$ cat src/rtl/btn_debounce.sv
// btn_debounce: push-button synchroniser and debouncer for the iCESugar LED examples.
// Produces a clean pressed level plus one-cycle press, release, long-press
// and (optionally) auto-repeat strobes.
// Optional feature macro: BTN_AUTOREPEAT_EN enables repeat_pulse generation;
// without it repeat_pulse is tied low and REPEAT_CYCLES only sizes the hold counter.
module btn_debounce #(
  parameter int DEBOUNCE_CYCLES = 240000,
  parameter int LONG_CYCLES     = 12000000,
  parameter int REPEAT_CYCLES   = 3000000,
  parameter bit ACTIVE_LOW      = 1'b1
) (
  input  logic clki,
  input  logic rst,
  input  logic btn_raw,
  output logic btn_level,
  output logic press_pulse,
  output logic release_pulse,
  output logic long_pulse,
  output logic repeat_pulse
);

  localparam int DB_W     = $clog2(DEBOUNCE_CYCLES);
  localparam int HOLD_MAX = (LONG_CYCLES > REPEAT_CYCLES) ? LONG_CYCLES : REPEAT_CYCLES;
  localparam int HOLD_W   = $clog2(HOLD_MAX + 1);

  // The IDLE/HELD cycle that first sees the new level counts as the first
  // stable sample, so the wait states accept on their (DEBOUNCE_CYCLES-1)th
  // sample, i.e. when the counter holds DEBOUNCE_CYCLES-2.
  localparam logic [DB_W-1:0]   DB_LAST   = DB_W'(DEBOUNCE_CYCLES - 2);
  localparam logic [DB_W-1:0]   DB_ONE    = DB_W'(1);
  localparam logic [HOLD_W-1:0] LONG_LAST = HOLD_W'(LONG_CYCLES - 1);
  localparam logic [HOLD_W-1:0] HOLD_ONE  = HOLD_W'(1);
`ifdef BTN_AUTOREPEAT_EN
  localparam logic [HOLD_W-1:0] REP_LAST  = HOLD_W'(REPEAT_CYCLES - 1);
`endif

  typedef enum logic [1:0] {
    ST_IDLE         = 2'd0,
    ST_PRESS_WAIT   = 2'd1,
    ST_HELD         = 2'd2,
    ST_RELEASE_WAIT = 2'd3
  } state_t;

  logic [1:0]        sync_q, sync_d;
  logic              act_s;
  state_t            state_q, state_d;
  logic [DB_W-1:0]   db_cnt_q, db_cnt_d;
  logic [HOLD_W-1:0] hold_cnt_q, hold_cnt_d;
  logic              long_done_q, long_done_d;
  logic              btn_level_q, btn_level_d;
  logic              press_q, press_d;
  logic              release_q, release_d;
  logic              long_q, long_d;
`ifdef BTN_AUTOREPEAT_EN
  logic              repeat_q, repeat_d;
`endif

  // Synchroniser next value: shift the raw pin into the two-flop chain.
  always_comb begin
    sync_d = {sync_q[0], btn_raw};
  end

  // Synchroniser flops; reset to the released pin level so no false press is seen.
  always_ff @(posedge clki or posedge rst) begin
    if (rst) begin
      sync_q <= {2{ACTIVE_LOW}};
    end else begin
      sync_q <= sync_d;
    end
  end

  assign act_s = sync_q[1] ^ ACTIVE_LOW;

  // Next-state, counter and strobe logic for the debounce FSM.
  always_comb begin
    state_d     = state_q;
    db_cnt_d    = db_cnt_q;
    hold_cnt_d  = hold_cnt_q;
    long_done_d = long_done_q;
    btn_level_d = btn_level_q;
    press_d     = 1'b0;
    release_d   = 1'b0;
    long_d      = 1'b0;
`ifdef BTN_AUTOREPEAT_EN
    repeat_d    = 1'b0;
`endif
    case (state_q)
      ST_IDLE: begin
        db_cnt_d = {DB_W{1'b0}};
        if (act_s) begin
          state_d = ST_PRESS_WAIT;
        end else begin
          state_d = ST_IDLE;
        end
      end
      ST_PRESS_WAIT: begin
        if (!act_s) begin
          state_d  = ST_IDLE;
          db_cnt_d = {DB_W{1'b0}};
        end else if (db_cnt_q == DB_LAST) begin
          state_d     = ST_HELD;
          db_cnt_d    = {DB_W{1'b0}};
          hold_cnt_d  = {HOLD_W{1'b0}};
          long_done_d = 1'b0;
          btn_level_d = 1'b1;
          press_d     = 1'b1;
        end else begin
          db_cnt_d = db_cnt_q + DB_ONE;
        end
      end
      ST_HELD: begin
        // Hold timing is evaluated before the release check so a long
        // press expiring as the button drops still reports.
        if (!long_done_q) begin
          if (hold_cnt_q == LONG_LAST) begin
            long_d      = 1'b1;
            long_done_d = 1'b1;
            hold_cnt_d  = {HOLD_W{1'b0}};
          end else begin
            hold_cnt_d = hold_cnt_q + HOLD_ONE;
          end
        end else begin
`ifdef BTN_AUTOREPEAT_EN
          if (hold_cnt_q == REP_LAST) begin
            repeat_d   = 1'b1;
            hold_cnt_d = {HOLD_W{1'b0}};
          end else begin
            hold_cnt_d = hold_cnt_q + HOLD_ONE;
          end
`else
          hold_cnt_d = hold_cnt_q;
`endif
        end
        if (!act_s) begin
          state_d  = ST_RELEASE_WAIT;
          db_cnt_d = {DB_W{1'b0}};
        end else begin
          state_d = ST_HELD;
        end
      end
      ST_RELEASE_WAIT: begin
        // Hold counter stays frozen here so a bounce resumes the hold timing.
        if (act_s) begin
          state_d  = ST_HELD;
          db_cnt_d = {DB_W{1'b0}};
        end else if (db_cnt_q == DB_LAST) begin
          state_d     = ST_IDLE;
          db_cnt_d    = {DB_W{1'b0}};
          hold_cnt_d  = {HOLD_W{1'b0}};
          long_done_d = 1'b0;
          btn_level_d = 1'b0;
          release_d   = 1'b1;
        end else begin
          db_cnt_d = db_cnt_q + DB_ONE;
        end
      end
      default: begin
        state_d     = ST_IDLE;
        db_cnt_d    = {DB_W{1'b0}};
        hold_cnt_d  = {HOLD_W{1'b0}};
        long_done_d = 1'b0;
        btn_level_d = 1'b0;
      end
    endcase
  end

  // FSM state, counters and registered outputs; reset aborts any press silently.
  always_ff @(posedge clki or posedge rst) begin
    if (rst) begin
      state_q     <= ST_IDLE;
      db_cnt_q    <= {DB_W{1'b0}};
      hold_cnt_q  <= {HOLD_W{1'b0}};
      long_done_q <= 1'b0;
      btn_level_q <= 1'b0;
      press_q     <= 1'b0;
      release_q   <= 1'b0;
      long_q      <= 1'b0;
    end else begin
      state_q     <= state_d;
      db_cnt_q    <= db_cnt_d;
      hold_cnt_q  <= hold_cnt_d;
      long_done_q <= long_done_d;
      btn_level_q <= btn_level_d;
      press_q     <= press_d;
      release_q   <= release_d;
      long_q      <= long_d;
    end
  end

`ifdef BTN_AUTOREPEAT_EN
  // Auto-repeat strobe register.
  always_ff @(posedge clki or posedge rst) begin
    if (rst) begin
      repeat_q <= 1'b0;
    end else begin
      repeat_q <= repeat_d;
    end
  end

  assign repeat_pulse = repeat_q;
`else
  assign repeat_pulse = 1'b0;
`endif

  assign btn_level     = btn_level_q;
  assign press_pulse   = press_q;
  assign release_pulse = release_q;
  assign long_pulse    = long_q;

endmodule

$ cat config.mk
export PLATFORM = sky130hd
export DESIGN_NAME = btn_debounce
export DESIGN_NICKNAME = d
export VERILOG_FILES = /design/src/rtl/btn_debounce.sv
export SDC_FILE = /design/constraint.sdc
export NUM_CORES = 1
export LEC_CHECK = 0
export BUFFER_PORTS_ARGS = -buffer_cell sky130_fd_sc_hd__buf_4
export CORE_MARGIN = 2
export CORE_UTILIZATION = 57
export CTS_CLUSTER_SIZE = 16
export DETAILED_ROUTE_END_ITERATION = 12
export PLACE_DENSITY = 0.74
export SKIP_CTS_REPAIR_TIMING = 1
export SYNTH_ARGS = -nofsm -noshare
export SYNTH_HDL_FRONTEND = slang
export SYNTH_SLANG_ARGS = --single-unit
$ cat constraint.sdc
create_clock -name clki -period 2.6 [get_ports clki]
set_clock_uncertainty 0.15 [all_clocks]
set_input_delay 0.26 -clock clki [delete_from_list [all_inputs] [get_ports clki]]
set_output_delay 0.26 -clock clki [all_outputs]
set_load 0.05 [all_outputs]
==> summary.txt, run 1 <==
Status
  – Status: complete, no violations

Timing
  – Final Hold Viols: 0
  – TNS Setup: 0 ns
  – Final worst-path cycle share: 84.9%
  – Setup-failing EPs final: 0
  – Slew HR: 57.3%
  – RSZ-0062 raised after global routing: no
  – Min Clock Period, post-route: 2.21 ns
  – Slew Limit Fails: 0
  – Worst-margin pin slew: 0.637 ns
  – F_max: 453 MHz

Yosys
  – Ranking of synthesized cells by area: dfrtp_1 43%, mux2i_1 4.9%, nand3_1 4.4%, nand2_1 3.7%, nor2_1 2.9%
  – Share of the synthesized area in the top cell type: 43.3%
  – Asr flop ratio synth: 100%
  – Library cells used by synthesis: 55
  – Post-Syn Nets: 300
  – Synth Area per Inst: 9.64 um^2
  – Part of the Yosys area used for sequential elements: 45.1%
  – #FFs+latches synth: 51
  – Mapped Area: 2830 um^2
  – Top_reg_cell synth: dfrtp_1
  – Number of flops mapped to enable cells by yosys: 0
  – Warnings, synthesis: 0
  – Cells after Synth: 294
  – Yosys top cell by area: dfrtp_1

Floorplanning
  – Area of the core: 4750 um^2
  – Die area: 5550 um^2
  – Ports: 8
  – Die Ht: 74.5 um
  – Chip width: 74.5 um
  – Row cnt: 25
  – Initial Utilization: 59.6%

Global routing
  – Initial antenna violation count: 0
  – Pin count of the biggest net entering global routing: 27
  – Gr usage total: 22.8%
  – First-pass GRT wire length: 9.63 mm
  – Vias in the first global route: 2,111
  – Grt ovf: 0

Clock tree
  – Root buf cell: clkbuf_8
  – Num Clock Sinks: 51
  – CTS tree: yes
  – Reg clk slew, reported paths: 0.09 ns
  – Clock Latency Late Sink: 0.30 ns
  – Clk buf depth: 2
  – H-tree depth: 2
  – CTS Buf Count: 5

Critical path
  – Critical Path Fanout Max: 10
  – Worst setup SP type: flop
  – Worst setup path class: flop to flop
  – Critical Path AT: 2.26 ns
  – Crit path required time: 2.65 ns
  – CP Capture Type: flop

Pwr
  – Peak VDD IR: 538 uV
  – Leak pwr: 1.31 nW
  – Power per cell area: 453 nW/um^2

Worst hold path
  – HP Class: flop to flop

Final layout
  – Post-layout net count: 314
  – Post-Layout Inst Area: 3130 um^2
  – Most frequent cells in the layout: 49 x dfrtp_1, 28 x nand2_1, 25 x nand3_1
  – Commonest non-fill, non-tap cell in the layout: dfrtp_1
  – Share of cells above drive strength 1: 16.8%
  – Layout area overhead: 10.3%
  – Antenna cells: 0
  – Fillcell total: 403

Routing
  – DRC Markers: 0
  – Iteration-0 DRC Markers: 117
  – Final wirelength: 5.56 mm
  – DRT antenna net count: 0
  – Detailed-route wire length per cell: 14.8 um
  – 1st-pass router iterations: 4
  – Detail-routed via count per cell: 5.81
  – Via count: 2,186

Placement
  – Placed cell area: 2990 um^2
  – Port Buffer Count: 6
  – Gpl congestion: 0.912
  – Hpwl dp: 3.93 mm

Job
  – Count of maximum capacitance violations: 0
Yosys cell counts (2+ instances only):
library cell / instances
dfrtp_1: 49
nand2_1: 28
nand3_1: 25
nor2_1: 22
o21ai_0: 16
mux2i_1: 14
a21oi_1: 13
nand4_1: 13
inv_1: 10
a21oi_2: 9
xor2_1: 9
nor3_1: 7
xnor2_1: 6
and2_1: 5
and3_1: 5
buf_2: 4
and4_1: 3
buf_4: 3
clkbuf_1: 3
ha_1: 3
nor4_1: 3
or3_1: 3
a21o_1: 2
and3_2: 2
dfstp_2: 2
nand2b_1: 2
nand3b_1: 2
nor3b_1: 2
nor4_4: 2
or2_2: 2
cell type report:
type	count	area [um^2]	area share, %
timing repair buffer	19	160	5.12
tap	67	83.8	2.68
multi-input combinational	221	1450	46.3
inverter	10	37.5	1.20
clock buffer	6	82.6	2.64
sequential	51	1280	40.9
clock inverter	2	35.0	1.12
per-layer routing:
metal	vias to the layer above	share of wire (%)	global-route usage, %
li1	1083	-	-
met1	1055	45	29.1
met2	36	49	38.0
met3	12	2.9	3.66
met4	0	2.8	10.7
met5	-	0	0
worst paths after layout:
check	startpoint	end	slack (ns)	cells after the start
max	hold_cnt_q[14]	hold_cnt_q[0]	0.39	5
min	sync_q[0]	sync_q[1]	0.21	0
max reg2reg	hold_cnt_q[14]	hold_cnt_q[0]	0.39	5
min reg2reg	sync_q[0]	sync_q[1]	0.21	0
max in group asynchronous	rst	db_cnt_q[5]	1.34	4
min in group asynchronous	rst	hold_cnt_q[17]	0.42	3
logic make-up (layout without fill, tap and decap cells):
group | count (synthesis) | after routing | share of synthesized area [%]
AOI/OAI and AO/OA | 49 | 49 | 11.0
xor gates and xnor gates | 15 | 15 | 4.64
adders and majority gates | 3 | 3 | 1.32
buffers and inverters | 22 | 37 | 3.80
DFF | 51 | 51 | 45.1
muxes | 15 | 15 | 5.34
other | 1 | 1 | 0.132
and+or+nand+nor | 138 | 138 | 28.7
state kept, by name (all words and copies together) (netlist names), named ones only:
signal	cells
hold_cnt_q	24
db_cnt_q	18
sync_q	2
btn_level	1
long_done_q	1
long_pulse	1
press_pulse	1
release_pulse	1
state_q	1
worst max-delay path, cell delays in order (launching register included):
cell and delay, ns:
dfrtp_1 0.44, or4b_4 0.54, nor4_4 0.34, a21oi_1 0.16, buf_4 0.20, mux2_2 0.26
per-stage QoR:
stage,setup WS (ns),std cells,util (%),total power [mW],hold slack (ns)
after global placement,0.441,366,62.8,0.859,0.196
final,0.391,376,65.7,1.41,0.209
after global routing,0.288,376,65.7,1.47,0.213
after floorplan,0.579,294,-,0.846,0.114
after detailed placement,0.411,366,62.8,0.860,0.197
after CTS,0.402,374,65.3,1.43,-0.121
where the power goes:
group          internal (mW)  switching, mW  leakage (nW)  total, mW
combinational         0.0127         0.0285         0.542     0.0412
sequential             0.798        0.00558         0.703      0.803
clock                  0.312          0.259        0.0612      0.570
Note: power is estimated with default switching activity, not from simulation.
==> run 2, diff against run 1 <==
--- a/config.mk
+++ b/config.mk
@@ -7,10 +7,10 @@
 export LEC_CHECK = 0
 export BUFFER_PORTS_ARGS = -buffer_cell sky130_fd_sc_hd__buf_4
 export CORE_MARGIN = 2
-export CORE_UTILIZATION = 57
+export CORE_UTILIZATION = 56
 export CTS_CLUSTER_SIZE = 16
 export DETAILED_ROUTE_END_ITERATION = 12
-export PLACE_DENSITY = 0.74
+export PLACE_DENSITY = 0.76
 export SKIP_CTS_REPAIR_TIMING = 1
 export SYNTH_ARGS = -nofsm -noshare
 export SYNTH_HDL_FRONTEND = slang
==> constraint.sdc (replaced) <==
create_clock -name clki -period 2 [get_ports clki]
set_clock_uncertainty 0.15 [all_clocks]
set_input_delay 0.2 -clock clki [delete_from_list [all_inputs] [get_ports clki]]
set_output_delay 0.2 -clock clki [all_outputs]
set_load 0.05 [all_outputs]
==> summary.txt, run 2 (synthesis results as in run 1) <==
Clock tree
  – Clk buf depth: 2
  – Clock Latency Late Sink: 0.31 ns
  – H-tree depth: 2
  – CTS tree: yes
  – CTS Buf Count: 5
  – Num Clock Sinks: 51
  – Root buf cell: clkbuf_8
  – Reg clk slew, reported paths: 0.09 ns

Routing
  – Detail-routed via count per cell: 5.82
  – 1st-pass router iterations: 4
  – Detailed-route wire length per cell: 15.1 um
  – Iteration-0 DRC Markers: 184
  – Via count: 2,311
  – DRT antenna net count: 0
  – Final wirelength: 5.99 mm
  – DRC Markers: 0

Floorplanning
  – Chip width: 75.1 um
  – Area of the core: 4820 um^2
  – Ports: 8
  – Die Ht: 75.1 um
  – Initial Utilization: 58.8%
  – Die area: 5650 um^2
  – Row cnt: 25

Global routing
  – Initial antenna violation count: 0
  – Met3 Use GR: 4.42%
  – Pin count of the biggest net entering global routing: 33
  – Vias in the first global route: 2,053
  – Gr usage total: 22.4%
  – GR Layer Usage met2: 36.5%
  – Grt ovf: 0
  – Met1 Track Usage GR: 29.7%
  – First-pass GRT wire length: 9.59 mm
  – Gr busiest metal: met2

Placement
  – Gpl congestion: 0.864
  – Placed Cells: 384
  – Port Buffer Count: 6
  – Hpwl dp: 4.16 mm

Final layout
  – Max reg flops: 24
  – Share of cells above drive strength 1: 23.3%
  – Most frequent cells in the layout: 49 x dfrtp_1, 34 x buf_4, 28 x nand2_1
  – Layout Cells excl Fill: 397
  – Biggest register: hold_cnt_q
  – Antenna cells: 0
  – Layout area overhead: 17.0%
  – Post-layout net count: 335
  – Commonest non-fill, non-tap cell in the layout: dfrtp_1
  – Largest registers: hold_cnt_q: 24 flops, db_cnt_q: 18 flops, sync_q: 2 flops

Critical path
  – Crit path required time: 2.03 ns
  – Critical Path AT: 2.15 ns
  – Worst setup SP type: flop
  – Reg2reg start: hold_cnt_q[14]
  – Worst Setup SP: hold_cnt_q[14]
  – Worst setup path class: flop to flop
  – CP Capture Type: flop
  – Critical Path Fanout Max: 8

Timing
  – Worst-margin pin slew: 0.658 ns
  – TNS Setup: -1.42 ns
  – Setup-failing EPs final: 21
  – Slew Limit Fails: 0
  – Setup ws final: -0.112 ns
  – Final Hold Viols: 0
  – Final worst-path cycle share: 106%
  – F_max: 474 MHz
  – Min Clock Period, post-route: 2.11 ns
  – Slew HR: 56.2%
  – RSZ-0062 raised after global routing: yes

Status
  – Failing checks: setup timing
  – Status: finished, violations left

Pwr
  – PnR Total Power: 1.74 mW
  – Peak VDD IR: 472 uV
  – Power per cell area: 525 nW/um^2
  – Leak pwr: 1.42 nW

Job
  – Count of maximum capacitance violations: 0

Worst hold path
  – HP Start: sync_q[0]
  – HP Class: flop to flop
run 2: cell count changes in the layout (fill, tap and decap cells not counted), moves of 3 or more:
cell     before  now
buf_4        16   34
o21ai_0      16    8
o21ai_1       0    8
a21oi_1      13   10
a21oi_2       9   12
run 2: layout make-up:
type / instances / area [um^2]
clock buffers: 8 / 100
inverters: 10 / 37.5
multi-input cells: 222 / 1490
well taps: 67 / 83.8
repair buffers: 39 / 327
fillers: 382 / 1500
flip-flops and latches: 51 / 1280
run 2: where the power goes:
group | leakage (nW) | switching [mW] | internal (mW)
clock | 0.0515 | 0.324 | 0.316
sequential | 0.703 | 0.00727 | 1.04
combinational | 0.666 | 0.0381 | 0.0167
run 2: critical path: stages (launching register included):
cell	delay (ns)
dfrtp_1	0.43
or4b_4	0.54
nor4_4	0.26
buf_4	0.20
a21oi_2	0.08
buf_6	0.17
nand2_1	0.08
o21ai_1	0.07
run 2: path summary, 6_finish.rpt:
check	endpoint	slack (ns)	cells after the start
hold / removal	sync_q[1]	0.21	0
max in group asynchronous	sync_q[0]	0.79	4
setup / recovery	hold_cnt_q[8]	-0.11	7
hold reg to reg	sync_q[1]	0.21	0
min in group asynchronous	hold_cnt_q[14]	0.31	3
setup reg to reg	hold_cnt_q[8]	-0.11	7
run 2: per-layer routing:
metal	vias up	wire length, um
met4	0	93
li1	1123	-
met3	7	255
met1	1135	2580
met2	46	3060
met5	-	0
run 2: through the flow:
| stage | setup slack, ns | area, um^2 | hold slack, ns | util [%] |
|---|---|---|---|---|
| 2_1_floorplan | 0.0528 | 2840 | 0.0545 | - |
| 3_3_place_gp | 0.0241 | 3140 | 0.103 | 65.2 |
| 3_5_place_dp | -0.0607 | 3140 | 0.104 | 65.2 |
| 4_1_cts | -0.0824 | 3240 | -0.232 | 67.3 |
| 5_1_grt | -0.159 | 3310 | 0.214 | 68.8 |
| 6_report | -0.112 | 3310 | 0.211 | 68.8 |
